===== src/rtl/shift_pkg.sv =====
// -----------------------------------------------------------------------------
// shift_pkg
// Shared definitions for the shift pipeline.
//   shift_op_t : operation encoding carried on in_op (SLL/SRL/SRA, 3 is illegal)
//   SHAMT_W    : number of shift-amount bits that select a position in a 32-bit
//                word; any higher set bit means "shift everything out"
// -----------------------------------------------------------------------------
package shift_pkg;

  localparam int SHAMT_W = 5;

  typedef enum logic [1:0] {
    SLL     = 2'd0,
    SRL     = 2'd1,
    SRA     = 2'd2,
    ILLEGAL = 2'd3
  } shift_op_t;

endpackage


===== src/rtl/shift_datapath.sv =====
// -----------------------------------------------------------------------------
// shift_datapath
// Purely combinational shift unit used by the S2 stage of shift_pipe.
// Ports:
//   op     in  shift_op_t  operation (ILLEGAL yields result 0 and err 1)
//   a      in  N           operand
//   shamt  in  SHAMT_W     low bits of the shift amount
//   big    in  1           some shift-amount bit above SHAMT_W was set
//   result out N           shifted value
//   err    out 1           op was illegal
// -----------------------------------------------------------------------------
module shift_datapath
  import shift_pkg::*;
#(
  parameter int N = 32
) (
  input  shift_op_t            op,
  input  logic [N-1:0]         a,
  input  logic [SHAMT_W-1:0]   shamt,
  input  logic                 big,
  output logic [N-1:0]         result,
  output logic                 err
);

  logic [N-1:0] sll_val;
  logic [N-1:0] srl_val;
  logic [N-1:0] sra_val;

  // Shift amounts of N or more push every bit out: logical shifts collapse to
  // zero, the arithmetic shift collapses to a full sign fill.
  assign sll_val = big ? '0 : (a << shamt);
  assign srl_val = big ? '0 : (a >> shamt);
  assign sra_val = big ? {N{a[N-1]}} : $unsigned($signed(a) >>> shamt);

  always_comb begin
    result = '0;
    err    = 1'b0;
    case (op)
      SLL:     result = sll_val;
      SRL:     result = srl_val;
      SRA:     result = sra_val;
      default: begin
        result = '0;
        err    = 1'b1;
      end
    endcase
  end

endmodule


===== src/rtl/shift_pipe.sv =====
// -----------------------------------------------------------------------------
// shift_pipe
// Two-stage valid/ready shift pipeline. S1 captures the operation, S2 holds the
// computed result. One op per cycle when downstream is ready; up to two ops are
// buffered when it stalls.
// Ports:
//   clk        in  1          clock, rising edge
//   rst_n      in  1          asynchronous active-low reset
//   flush      in  1          synchronous drop of all in-flight ops
//   in_valid   in  1          upstream op present
//   in_ready   out 1          op is accepted this cycle
//   in_op      in  shift_op_t operation
//   in_a       in  N          operand
//   in_shamt   in  N          full-width unsigned shift amount
//   out_valid  out 1          result present
//   out_ready  in  1          downstream takes the result
//   out_result out N          shifted result (0 when out_valid is 0)
//   out_err    out 1          result came from an illegal op (0 when idle)
// -----------------------------------------------------------------------------
module shift_pipe
  import shift_pkg::*;
#(
  parameter int N = 32
) (
  input  logic         clk,
  input  logic         rst_n,
  input  logic         flush,
  input  logic         in_valid,
  output logic         in_ready,
  input  shift_op_t    in_op,
  input  logic [N-1:0] in_a,
  input  logic [N-1:0] in_shamt,
  output logic         out_valid,
  input  logic         out_ready,
  output logic [N-1:0] out_result,
  output logic         out_err
);

  // S1: captured operation
  logic               s1_valid_reg;
  shift_op_t          s1_op_reg;
  logic [N-1:0]       s1_a_reg;
  logic [SHAMT_W-1:0] s1_shamt_reg;
  logic               s1_big_reg;

  // S2: computed result
  logic               s2_valid_reg;
  logic [N-1:0]       s2_result_reg;
  logic               s2_err_reg;

  logic               s1_adv;
  logic               accept;
  logic [N-1:0]       dp_result;
  logic               dp_err;

  // S1 may move into S2 whenever S2 is empty or is being drained this cycle.
  assign s1_adv   = !s2_valid_reg || out_ready;

  // rst_n gates ready combinationally so the port reads 0 the instant reset
  // asserts, not just after the next edge.
  assign in_ready = rst_n && !flush && (!s1_valid_reg || s1_adv);
  assign accept   = in_valid && in_ready;

  shift_datapath #(
    .N (N)
  ) u_datapath (
    .op     (s1_op_reg),
    .a      (s1_a_reg),
    .shamt  (s1_shamt_reg),
    .big    (s1_big_reg),
    .result (dp_result),
    .err    (dp_err)
  );

  always_ff @(posedge clk or negedge rst_n) begin
    if (!rst_n) begin
      s1_valid_reg <= 1'b0;
      s1_op_reg    <= SLL;
      s1_a_reg     <= '0;
      s1_shamt_reg <= '0;
      s1_big_reg   <= 1'b0;
    end else if (flush) begin
      s1_valid_reg <= 1'b0;
    end else if (accept) begin
      s1_valid_reg <= 1'b1;
      s1_op_reg    <= in_op;
      s1_a_reg     <= in_a;
      s1_shamt_reg <= in_shamt[SHAMT_W-1:0];
      s1_big_reg   <= |in_shamt[N-1:SHAMT_W];
    end else if (s1_adv) begin
      s1_valid_reg <= 1'b0;
    end
  end

  always_ff @(posedge clk or negedge rst_n) begin
    if (!rst_n) begin
      s2_valid_reg  <= 1'b0;
      s2_result_reg <= '0;
      s2_err_reg    <= 1'b0;
    end else if (flush) begin
      s2_valid_reg  <= 1'b0;
    end else if (s1_adv) begin
      s2_valid_reg  <= s1_valid_reg;
      if (s1_valid_reg) begin
        s2_result_reg <= dp_result;
        s2_err_reg    <= dp_err;
      end
    end
  end

  // Outputs read as zero whenever no result is being presented.
  assign out_valid  = s2_valid_reg;
  assign out_result = s2_valid_reg ? s2_result_reg : '0;
  assign out_err    = s2_valid_reg && s2_err_reg;

endmodule


===== config.mk =====
export PLATFORM = sky130hd
export DESIGN_NAME = shift_pipe
export DESIGN_NICKNAME = d
export VERILOG_FILES = /design/src/rtl/shift_pkg.sv /design/src/rtl/shift_datapath.sv /design/src/rtl/shift_pipe.sv
export SDC_FILE = /design/constraint.sdc
export NUM_CORES = 1
export LEC_CHECK = 0
export ABC_CLOCK_PERIOD_IN_PS = 5600
export BUFFER_PORTS_ARGS = -buffer_cell sky130_fd_sc_hd__buf_4
export CAP_MARGIN = 20
export CORE_UTILIZATION = 35
export DETAILED_ROUTE_END_ITERATION = 12
export PLACE_DENSITY = 0.51
export SETUP_SLACK_MARGIN = 0.5
export SLEW_MARGIN = 20
export SYNTH_ARGS = -nofsm -noshare
export SYNTH_HDL_FRONTEND = slang
export SYNTH_SLANG_ARGS = --single-unit

===== constraint.sdc =====
create_clock -name clk -period 5.6 [get_ports clk]
set_input_delay 0 -clock clk [delete_from_list [all_inputs] [get_ports clk]]
set_output_delay 0 -clock clk [all_outputs]
set_load 0.02 [all_outputs]

==> summary.md <==
| Metric | Value |
|---|---|
| Status | complete, no violations |
| Detailed Route Iter0 Violations | 867 |
| Share of the synthesized area in the top cell type | a little over a quarter |
| Share of layout cells above drive strength 1 | 28.1% |
| Critical path class | flop to flop |
| YS warnings | 0 |
| Pint | 1.69 mW |
| Switching Share | 46.0% |
| Fillers | 1,933 |
| Pre-Repair DR Iteration Count | 6 |
| Congestion Overflow GR | 0 |
| Hold slack | 0.0390 ns |
| Clock skew | 0.0109 ns |
| Setup violations, final | 0 |
| Number of enable flip-flop cells after synthesis | 0 |
| Vias/cell | roughly 6.3 |
| Post-synth top cells | dfrtp_1, nor2_1, nand2_1 |
| Synth cell types | 63 |
| Post-CTS Setup Repair Bufs | 0 |
| Data required, critical path | just under 6 ns |
| Vias | a little under 7,000 |
| Total track usage | 30.1% |
| R2R Path Start | s1_shamt_reg[2] |
| Final period utilization | 62.0% |
| CTS Sinks | 75 |
| Post_cts resized | 0 |
| Post-Syn Nets | 804 |
| Clk slew on worst S/H paths | ~0.07 ns |
| Cts bufs inserted | 9 |
| Slew headroom | between 20 and 30% |
| Synthesized netlist cell count | 733 |
| Post-layout min period | 3.47 ns |
| Worst setup startpoint | s1_shamt_reg[2] |
| Die X | 143 um |
| Ys async rst share | 100% |
| Final Hold Vio Count | 0 |
| P_leak | 3.46 nW |
| First-pass GRT wire length | 44,100 um |
| Max Cap Violations | 0 |
| Area leader, netlist | dfrtp_1 |
| FF+latch count, synth | 75 |
| Worst-skew pair later-pin latency | 0.36 ns |
| Post-Syn Area per Cell | 9.55 um2 |
| Remaining DRCs | 0 |
| Initial antenna violation count | 0 |
| Largest net degree at the start of global routing | 65 |
| DRT Wirelength | between 30,000 and 40,000 um |
| Hold Path Origin | out_ready |
| Mapped cell area | 0.00700 mm2 |
| Routability cong. | between 0.9 and 1 |
| H-tree Lvls | 3 |
| Ant. Diodes | 0 |
| Startpoint types | flop |
| DRT antenna net count | 0 |
| Std-Cell Rows | 51 |
| Unrepaired setup endpoints after global routing | no |
| IO Port Bufs | 105 |
| TritonCTS clock tree | built |
| Worst EP arrival | between 3 and 4 ns |
| Comb power frac | 51.9% |
| Net Sw Power | between 1 and 1.5 mW |
| Syn-to-layout area delta | 22.6% |
| Routed len/inst | 27.3 um |
| Power per Cell Area | 365 mW/mm2 |
| CP Max Fanout | 20 |
| Sequential area share after synthesis | 26.8% |
| Clock Tree Root | clkbuf_16 |
| Hpwl dp | about 22,000 um |
| Nets | 907 |
| Num ports | 106 |
| Worst slew pin tran | 1.06 ns |
| CP endpoint kind | flop |
| Fmax | roughly 290 MHz |
| Clk pwr share | 19.7% |
| Max Transition Viols Final | 0 |
| Tightest Hold Check Type | input pin to flop |
| Worst vdd ir | around 0.00018 V |
| Die H | 143 um |
| Initial core utilization | 35.8% |
| Seq pwr share | 28.4% |
| Synth Flop Type | dfrtp_1 |
| TNS Setup | 0 ns |
| Area of the core | around 0.02 mm2 |
| Die area | 0.0206 mm2 |
| Clock Tree Buf Depth | 2 |
| Leading post-synthesis cells by cell area | dfrtp_1, mux4_2, mux2_2 |
| Vias in the first global route | 6,395 |
-- logic make-up (layout without fill, tap and decap cells) --
| family | count (synthesis) | in the layout | share of synthesized area [%] |
|---|---|---|---|
| xor+xnor | 2 | 2 | 0.250 |
| mux | 148 | 148 | 32.6 |
| flops | 75 | 75 | 26.8 |
| compound gates | 182 | 182 | 17.9 |
| buf+inv | 69 | 177 | 5.02 |
| simple gates | 257 | 257 | 17.4 |
-- area by class of cell --
cell class / instances / area (um2) / area share (%)
Clock buffer: 12 / 246 / 2.87
Clock inverter: 4 / 50.0 / 0.583
Inverter: 4 / 15.0 / 0.175
Multi-Input combinational cell: 589 / 4770 / 55.6
Sequential cell: 75 / 1880 / 21.9
Tap cell: 265 / 332 / 3.86
Timing Repair Buffer: 157 / 1280 / 15.0
-- power groups by stage --
stage / Clock (mW) / Sequential [mW] / Combinational [mW]
after floorplan: 0 / 0.754 / 1.13
final: 0.617 / 0.889 / 1.63
after global placement: 0 / 0.888 / 1.57
after CTS: 0.626 / 0.885 / 1.59
after detailed placement: 0 / 0.895 / 1.56
after global routing: 0.643 / 0.912 / 1.71
-- metrics by stage --
| step | power (mW) | cells | area, um2 | utilization, % | setup WS, ns |
|---|---|---|---|---|---|
| after global placement | 2.46 | 1048 | 7860 | 40.3 | 2.23 |
| after CTS | 3.10 | 1106 | 8580 | 43.9 | 2.29 |
| after detailed placement | 2.46 | 1048 | 7860 | 40.3 | 2.30 |
| final | 3.13 | 1106 | 8580 | 43.9 | 2.13 |
| after floorplan | 1.88 | 733 | 7000 | - | 3.41 |
| after global routing | 3.26 | 1106 | 8580 | 43.9 | 1.99 |
-- cells in the final DEF, fill, tap and decap left out, types with 18 or more instances in the layout --
| master | count |
|---|---|
| o21ai_0 | 38 |
| buf_4 | 115 |
| mux2_2 | 48 |
| and2_1 | 34 |
| nor3_1 | 24 |
| a21oi_1 | 28 |
| mux2i_1 | 43 |
| dlygate4sd3_1 | 42 |
| nand2_1 | 63 |
| mux4_2 | 50 |
| dfrtp_1 | 73 |
| nor2_1 | 75 |
| nand3_1 | 18 |
-- path summary, 6_finish.rpt --
check | end | slack, ns | cells after the start
max in group asynchronous | s1_shamt_reg[0] | 4.40 | 3
min | s1_valid_reg | 0.04 | 3
max | s2_result_reg[22] | 2.13 | 6
min in group asynchronous | s2_result_reg[18] | 0.14 | 2
max reg2reg | s2_result_reg[22] | 2.13 | 6
min reg2reg | s2_result_reg[15] | 0.48 | 2
-- routing by layer --
layer  GRT usage, %  vias up  wire [um]
li1               -     3052          -
met1           43.7     3503      13600
met2           46.5      337      14000
met3           4.03       36       2000
met4           8.79        0        638
met5              0        -          0
-- timing repair --
action                                  4_1_cts  5_1_grt
hold endpoints to repair                     70        0
endpoints found under the setup margin        0        0
hold buffers                                 42        0
-- critical path, cell delays in order, from the launching register on --
cell     delay (ns)
dfrtp_1        0.71
nor3_1         0.96
mux2i_1        0.30
o32a_1         0.30
o21ai_1        0.22
or4_1          0.53
a221o_1        0.34
No activity file was read; power rests on OpenSTA's default activity.
